--- src/rtl/tipi_pi_nib_master.sv ---
// tipi_pi_nib_master: Pi-side initiator for the TIPI 4-bit nibble bus.
// Ports:
//   clk, r_reset            - system clock, synchronous active-high reset
//   req_valid/ready/write/reg/data - single register request (RD/RC write, TD/TC read)
//   rsp_valid/data/err      - one-cycle completion pulse with read data or write echo
//   r_clk, r_nibrst         - nibble bus clock and nibble-counter reset strobe
//   r_nib_o/r_nib_oe/r_nib_i - shared nibble bus (drive value, drive enable, sampled value)
//   busy                    - inverse of req_ready
module tipi_pi_nib_master #(
  parameter int CLK_DIV   = 4,
  parameter int MAX_TRIES = 8
) (
  input  logic       clk,
  input  logic       r_reset,
  input  logic       req_valid,
  output logic       req_ready,
  input  logic       req_write,
  input  logic [1:0] req_reg,
  input  logic [7:0] req_data,
  output logic       rsp_valid,
  output logic [7:0] rsp_data,
  output logic       rsp_err,
  output logic       r_clk,
  output logic       r_nibrst,
  output logic [3:0] r_nib_o,
  output logic       r_nib_oe,
  input  logic [3:0] r_nib_i,
  output logic       busy
);
  typedef enum logic [2:0] {IDLE, NRST, CMD, TURN, HI, LO, CHECK, DONE} state_t;
  state_t state, next;
  logic [8:0] div;
  logic [3:0] tries;
  logic [7:0] smp, prev, res, wdata;
  logic [1:0] rg;
  logic wr, res_err, phase_end, hi_half, legal, settle;
  assign phase_end = div == 9'(2 * CLK_DIV - 1);
  assign hi_half = div >= 9'(CLK_DIV);
  assign legal = req_write ? ~req_reg[1] : req_reg[1];
  // a read settles once two consecutive attempts agree or the attempt budget is spent
  assign settle = tries != 4'd0 && (smp == prev || tries == 4'(MAX_TRIES - 1));
  assign req_ready = state == IDLE;
  assign busy = ~req_ready;
  always_ff @(posedge clk)
    state <= r_reset ? IDLE : next;
  always_comb begin
    next = state;
    r_clk = 1'b0;
    r_nibrst = 1'b0;
    r_nib_o = 4'd0;
    r_nib_oe = 1'b0;
    case (state)
      IDLE: next = req_valid ? (legal ? NRST : DONE) : IDLE;
      NRST: begin
        r_nibrst = 1'b1;
        next = phase_end ? CMD : NRST;
      end
      CMD: begin
        r_clk = hi_half;
        r_nib_oe = 1'b1;
        r_nib_o = {wr, 1'b0, rg};
        next = phase_end ? (wr ? HI : TURN) : CMD;
      end
      TURN: begin
        r_clk = hi_half;
        next = phase_end ? HI : TURN;
      end
      HI: begin
        r_clk = hi_half;
        r_nib_oe = wr;
        r_nib_o = wr ? wdata[7:4] : 4'd0;
        next = phase_end ? LO : HI;
      end
      LO: begin
        r_clk = hi_half;
        r_nib_oe = wr;
        r_nib_o = wr ? wdata[3:0] : 4'd0;
        next = phase_end ? (wr ? DONE : CHECK) : LO;
      end
      CHECK: next = settle ? DONE : NRST;
      DONE: next = IDLE;
      default: next = IDLE;
    endcase
  end
  always_ff @(posedge clk) begin
    if (r_reset) begin
      div <= '0;
      tries <= '0;
      smp <= '0;
      prev <= '0;
      res <= '0;
      res_err <= 1'b0;
      wr <= 1'b0;
      rg <= '0;
      wdata <= '0;
      rsp_valid <= 1'b0;
      rsp_data <= '0;
      rsp_err <= 1'b0;
    end else begin
      rsp_valid <= state == DONE;
      if (state == DONE) begin
        rsp_data <= res;
        rsp_err <= res_err;
      end
      div <= (state inside {NRST, CMD, TURN, HI, LO}) && !phase_end ? div + 9'd1 : 9'd0;
      if (state == IDLE && req_valid) begin
        wr <= req_write;
        rg <= req_reg;
        wdata <= req_data;
        res <= req_data;
        res_err <= ~legal;
        tries <= '0;
      end
      if (state == HI && phase_end) smp[7:4] <= r_nib_i;
      if (state == LO && phase_end) smp[3:0] <= r_nib_i;
      if (state == CHECK) begin
        if (settle) begin
          res <= smp;
          res_err <= smp != prev;
        end else begin
          prev <= smp;
          tries <= tries + 4'd1;
        end
      end
    end
  end
endmodule

--- config.mk ---
export PLATFORM = sky130hd
export DESIGN_NAME = tipi_pi_nib_master
export DESIGN_NICKNAME = d
export VERILOG_FILES = /design/src/rtl/tipi_pi_nib_master.sv
export SDC_FILE = /design/constraint.sdc
export NUM_CORES = 1
export LEC_CHECK = 0
export ABC_AREA = 1
export BUFFER_PORTS_ARGS = -buffer_cell sky130_fd_sc_hd__buf_2
export CORE_UTILIZATION = 40
export CTS_BUF_LIST = sky130_fd_sc_hd__clkbuf_4
export DETAILED_ROUTE_END_ITERATION = 12
export PLACE_DENSITY_LB_ADDON = 0.2
export SETUP_SLACK_MARGIN = 0.05
export SLEW_MARGIN = 40
export SYNTH_ARGS = -nofsm -noshare
export SYNTH_HDL_FRONTEND = slang
export SYNTH_SLANG_ARGS = --single-unit
--- constraint.sdc ---
create_clock -name clk -period 1.5 [get_ports clk]
set_input_delay 0.3 -clock clk [delete_from_list [all_inputs] [get_ports clk]]
set_output_delay 0.3 -clock clk [all_outputs]
set_load 0.02 [all_outputs]
==> impl_results.md, run 1 <==
* Vias at 2985
* CP Launch Type: flop
* Failing checks: setup timing
* Family with the most delay on the worst path: flip-flops
* Rows at 30
* FFs w/ async S/R, synth at 0%
* Sink Count at 62
* Worst Setup End Kind: output port
* Synth Cell Area at 2938 um^2
* Ant. Diodes at 0
* Detailed Route Iter0 Violations at 170
* Max Cap Violations at 0
* DPL Wire Length at 4998 um
* Die height at 87.70 um
* Synth cell count leaders: nand2_1, dfxtp_1, nor2_1
* CTS max path bufs at 2
* Die Outline Area at 7691 um^2
* Final worst slack at -0.3727 ns
* Critical path fanouts, max at 5
* Syn. warnings at 0
* Initial core utilization at 42.31%
* Final net count at 540
* Remaining DRCs at 0
* Mapped Nets at 460
* Clk_lat worst skew at 0.41 ns
* EDFF count, synth at 0
* Largest cells by area after synthesis: dfxtp_1, nand2_1, a21oi_1
* Largest net degree at the start of global routing at 22
* I/O Buffers at 36
* Area leader, netlist: dfxtp_1
* Overflow after GRT at 0
* H-tree Lvls at 3
* Worst path bufs/invs at 3
* Number of routed nets with antenna violations at 0
* Most used flip-flop cell after synthesis: dfxtp_1
* Final setup fails at 37
* P_leak at 1.915 nW
* CTS tree: done
* Core ar. at 6944 um^2
* # fillers at 632
* Tmin final at 1.873 ns
* Final GP Congestion at 0.8258
* Final Max Slew Viols at 0
* Post-route clock period utilization at 124.8%
* CP Class: reg -> out
* Rel. slew slack at 75.65%
* Outcome: finished, violations left
* Synth cell types at 29
* Synth-to-Final Area Change at 42.38%
* Final wirelength at 8036 um
* Global-route wire length before repair at 12320 um
* Post-synth top area share at 42.25%
* Total GRT Usage at 21.02%
* Reg2reg start: state[0]$_SDFF_PP0_
* Crit path DAT at 1.57 ns
* Seq/Total Area, Yosys at 42.25%
* Syn avg cell area at 6.707 um^2
* Cell with the most instances after synthesis: nand2_1
* Via-per-instance ratio at 4.830
* #FFs+latches synth at 62
* Min-delay worst type: in -> reg
* Cells on Worst Hold Path at 2
* Reg-to-Reg End: res_err$_SDFF_PP0_
* Drt first pass iters at 4
* Initial antenna violation count at 0
* Tot Pwr at 0.003975 W
* Hold Startpoint: r_reset
* CTS Root Cell: clkbuf_4
* Hold Vio Cnt, Final at 0
* Hold Path Sink: tries[0]$_SDFF_PP0_
* FF-to-FF path depth at 12
* Crit-path slowest cell: dfxtp_2
* RSZ-0062 raised after global routing: true
* WL per Instance at 13.00 um
* Max Clk Rate at 534.0 MHz
* Reg2Reg Setup Slack at -0.16 ns
* Largest stage delay, worst path at 0.38 ns
* I/O pin total at 37
* Vias in the first global route at 2783
* Clock skew at 0.01800 ns
* CTS buffer count at 9
* Register area at 1260 um^2
* WP data required at 1.20 ns
* VDD IR max at 0.0003250 V
* Clock transition at path regs at 0.10 ns
* Tightest Pin Transition at 0.3627 ns
* Power per cell area at 950.3 nW/um^2
* Hold slack at 0.1676 ns
* Multi-input gate area at 1821 um^2
* Ratio of cells with drive above 1 in the final layout at 38.89%
* Die extent in x at 87.70 um
* Gate Count Post-Synth at 438
* Crit path cell chain: inv_2, nor2_4, inv_2, nor2_4, nand2_1, a31oi_2, buf_4
worst max-delay path by stage:
stage                              startpoint         end  depth (start not counted)
final                     state[0]$_SDFF_PP0_  r_nib_o[3]                          7
after detailed placement  state[2]$_SDFF_PP0_  r_nib_o[3]                          6
after floorplan           state[2]$_SDFF_PP0_  r_nib_o[0]                          5
after global routing      state[0]$_SDFF_PP0_  r_nib_o[3]                          7
after global placement    state[0]$_SDFF_PP0_  r_nib_o[3]                          7
after CTS                 state[0]$_SDFF_PP0_  r_nib_o[3]                          7
layout by cell type, fill, tap and decap left out, types with 3 or more instances in the layout:
master and count:
inv_1 40, nor2_2 6, dfxtp_2 12, clkbuf_4 13, buf_8 3, dfxtp_1 49, nand3_2 5, nand2_4 11
nand2_1 102, a21oi_1 36, a21oi_2 8, buf_6 12, nor2_4 7, nor2_1 43, o21ai_1 3, o21ai_0 5
nand2_8 3, xnor2_1 6, buf_4 39, nand3_4 3, inv_2 12, buf_2 27, nand2_2 13, ha_1 3
nand3_1 25, o21ai_2 11
where the power goes:
part / internal (W) / total [W] / switching, W
clock network: 0.000403 / 0.000997 / 0.000594
logic: 0.000506 / 0.00116 / 0.000650
registers: 0.00174 / 0.00182 / 0.0000784
total: 0.00265 / 0.00397 / 0.00132
cell type report:
cell class                 instances  share of cell area [%]
sequential                        62                   30.12
clock inverter                     2                  0.2393
multi-input combinational        307                   43.52
timing repair buffer              83                   15.61
tap                               96                   2.872
clock buffer                      13                   2.333
inverter                          55                   5.295
metrics by stage:
step	area, um^2	instances	setup TNS (ns)	util (%)	setup slack (ns)
3_3_place_gp	3415	584	-0.01477	49.17	-0.01477
4_1_cts	3824	610	-2.350	55.06	-0.3250
3_5_place_dp	3415	584	-0.02964	49.17	-0.02568
2_1_floorplan	2948	438	0	-	0.04147
5_1_grt	4183	618	-7.248	60.23	-0.4687
6_report	4183	618	-4.358	60.23	-0.3727
cell families (layout without fill, tap and decap cells):
logic type | count (synthesis) | in the layout | synth area share (%)
AOI/OAI and AO/OA | 69 | 69 | 12.22
xor gates and xnor gates | 8 | 8 | 2.385
adders and majority gates | 4 | 4 | 1.704
buffers and inverters | 70 | 153 | 9.711
DFF | 62 | 62 | 42.25
and+or+nand+nor | 225 | 226 | 31.73
worst register-to-register path, stage by stage, from the launching register on:
cell and delay, ns:
dfxtp_2 0.36, buf_6 0.12, nor2_4 0.10, buf_6 0.11, buf_6 0.11, nand2_8 0.06, nor2_4 0.17, buf_8 0.17
nand2_4 0.07, a21boi_1 0.14, nand2_1 0.07, nand2_1 0.05, nor2_1 0.10
per-layer routing:
metal	part of all wire, %	GRT usage, %	vias up	routed length, um
met4	3.5	13.26	0	281
met2	48	34.53	65	3882
met5	0	0	-	0
li1	-	-	1542	-
met3	3.1	4.524	24	247
met1	45	24.93	1354	3624
state kept, by name, indices dropped and copies added, names as in the netlist:
name       flops
div            9
prev           8
res            8
res_err        1
rg             2
rsp_data       8
rsp_err        1
rsp_valid      1
smp            8
state          3
tries          4
wdata          8
wr             1
what timing repair did:
item | in CTS | in global routing
gates resized for setup | 70 | 94
endpoints found under the hold margin | 0 | 0
pin swaps | 12 | 24
hold buffers | 0 | 0
gates cloned | 1 | 3
setup buffers | 10 | 7
endpoints found under the setup margin | 30 | 58
No activity file was read; power rests on OpenSTA's default activity.
==> run 2, diff against run 1 <==
--- a/config.mk
+++ b/config.mk
@@ -11,6 +11,7 @@
 export CTS_BUF_LIST = sky130_fd_sc_hd__clkbuf_4
 export DETAILED_ROUTE_END_ITERATION = 12
 export PLACE_DENSITY_LB_ADDON = 0.2
+export REMOVE_ABC_BUFFERS = 1
 export SETUP_SLACK_MARGIN = 0.05
 export SLEW_MARGIN = 40
 export SYNTH_ARGS = -nofsm -noshare
==> impl_results.md, run 2 (synthesis results as in run 1) <==
* RSZ-0062 raised after global routing: true
* Power per cell area at 993.7 nW/um^2 (+4.6%)
* CTS Root Cell: clkbuf_4
* Sink Count at 62 (unchanged)
* Most common cell after layout, fill and taps aside: nand2_1
* Final wirelength at 8296 um (+3.2%)
* Max Cap Violations at 0 (unchanged)
* Via-per-instance ratio at 4.852 (+0.44%)
* Clk_lat worst skew at 0.42 ns (about the same)
* Met2 usage at 31.85% (-2.7 points)
* Initial antenna violation count at 0 (unchanged)
* Post-Route Utilization at 60.45% (+0.22 points)
* Global route hottest layer: met2
* Worst path bufs/invs at 3 (unchanged)
* CP Class: reg -> out
* # placed instances at 590 (+1.0%)
* Rel. slew slack at 76.85% (+1.2 points)
* Critical path fanouts, max at 5 (unchanged)
* H-tree Lvls at 3 (unchanged)
* Routing usage on met1 at 28.50% (+3.6 points)
* Tot Pwr at 0.004171 W (+4.9%)
* Min-delay worst type: in -> reg
* Vias at 3071 (+2.9%)
* Worst Setup End Kind: output port
* Final Max Slew Viols at 0 (unchanged)
* Final setup fails at 39 (+5.4%)
* CTS max path bufs at 2 (unchanged)
* Family with the most delay on the worst path: buffers and inverters
* CTS tree: done
* Overflow after GRT at 0 (unchanged)
* Number of routed nets with antenna violations at 0 (unchanged)
* P_leak at 1.971 nW (+2.9%)
* Tmin final at 1.981 ns (+0.1083 ns)
* Initial core utilization at 42.31% (unchanged)
* Core ar. at 6944 um^2 (unchanged)
* Largest register FFs at 9 (unchanged)
* Crit-path slowest cell: dfxtp_2
* Post-route clock period utilization at 132.1% (+7.2 points)
* Total GRT Usage at 20.86% (-0.16 points)
* Crit path cell chain: buf_6, nor2_4, nand2_2, inv_4, nand2_1, a31oi_1, buf_4
* Die extent in x at 87.70 um (unchanged)
* Detailed Route Iter0 Violations at 138 (-19%)
* Hold Vio Cnt, Final at 0 (unchanged)
* Synth-to-Final Area Change at 42.89%
* Max Clk Rate at 504.8 MHz (-5.5%)
* Clock skew at 0.01676 ns (-0.001242 ns)
* Crit path DAT at 1.68 ns (+0.11 ns)
* Most frequent cells in the layout: nand2_1, dfxtp_1, nor2_1, buf_4, a21oi_1
* Die Outline Area at 7691 um^2 (unchanged)
* Rows at 30 (unchanged)
* WL per Instance at 13.11 um (+0.79%)
* Global-route wire length before repair at 12190 um (-1.0%)
* Failing checks: setup timing
* Final GP Congestion at 0.8571 (+3.8%)
* WP data required at 1.20 ns (about the same)
* DPL Wire Length at 5019 um (+0.42%)
* Largest Register: div
* VDD IR max at 0.0003721 V (+15%)
* Largest net degree at the start of global routing at 34 (+55%)
* Drt first pass iters at 4 (unchanged)
* CTS buffer count at 9 (unchanged)
* Ant. Diodes at 0 (unchanged)
* Outcome: finished, violations left
* Reg2Reg Setup Slack at -0.25 ns (-0.09 ns)
* Final worst slack at -0.4809 ns (-0.1083 ns)
* Ratio of cells with drive above 1 in the final layout at 36.87% (-2.0 points)
* Hold buffers post-CTS at 0 (unchanged)
* Final net count at 554 (+2.6%)
* Clock transition at path regs at 0.12 ns (+0.02 ns)
* Die height at 87.70 um (unchanged)
* Largest stage delay, worst path at 0.34 ns (-0.04 ns)
* Vias in the first global route at 2622 (-5.8%)
* GRT met3 Usage at 4.618% (+0.094 points)
* I/O Buffers at 36 (unchanged)
* CP Launch Type: flop
* Final Non-Filler Cells at 633 (+2.4%)
* Remaining DRCs at 0 (unchanged)
* Tightest Pin Transition at 0.3464 ns (-0.01628 ns)
* I/O pin total at 37 (unchanged)
## run 2: timing repair
action / in CTS / in global routing
buffers inserted: 12 / 13
gates resized for setup: 51 / 83
pin swaps: 11 / 28
gates cloned: 1 / 2
setup endpoints to repair: 41 / 57
## run 2: path summary, 6_finish.rpt
check,start,end,cells past startpoint
worst max-delay path,state[0]$_SDFF_PP0_,r_nib_o[3],7
worst min register to register,rsp_data[5]$_SDFFE_PP0P_,rsp_data[5]$_SDFFE_PP0P_,2
worst max register to register,state[0]$_SDFF_PP0_,res[2]$_SDFF_PP0_,14
worst min-delay path,req_data[0],wdata[0]$_SDFFE_PP0N_,3
## run 2: power by group
group / internal, W / switching (W) / leakage [nW]
Sequential: 0.00174 / 0.0000765 / 0.509
Clock: 0.000524 / 0.000662 / 0.0801
Combinational: 0.000530 / 0.000634 / 1.38
## run 2: area by class of cell
class                   count  area [um^2]
clock buffers              10        75.07
clock inverters             6        62.56
fillers                   599         2746
inverters                  55        219.0
multi-input cells         307         1679
flip-flops and latches     62         1260
well taps                  96        120.1
repair buffers             96        773.2
repair inverters            1        8.758
## run 2: layer usage
metal	vias up	wire, um	share of wire [%]
li1	1574	-	-
met1	1376	3791	46
met2	100	3834	46
met3	21	436	5.3
met4	0	234	2.8
met5	-	0	0
## run 2: tightest hold or removal path: cells and delay by family
| family | cells | cell delay, ns |
|---|---|---|
| compound gates | 1 | 0.06 |
| simple gates | 1 | 0.07 |
| buf+inv | 1 | 0.10 |
## run 2: per-stage QoR
step	setup TNS (ns)	instance area (um^2)	hold WS, ns	setup slack, ns
finish	-7.480	4198	0.1519	-0.4809
global route	-9.912	4198	0.1556	-0.5058
CTS	-2.862	3845	0.1267	-0.3888
detailed placement	-0.1778	3462	0.4513	-0.04872
global placement	-0.05994	3462	0.4456	-0.02737
floorplan	-4.870	2861	0.3691	-0.4035
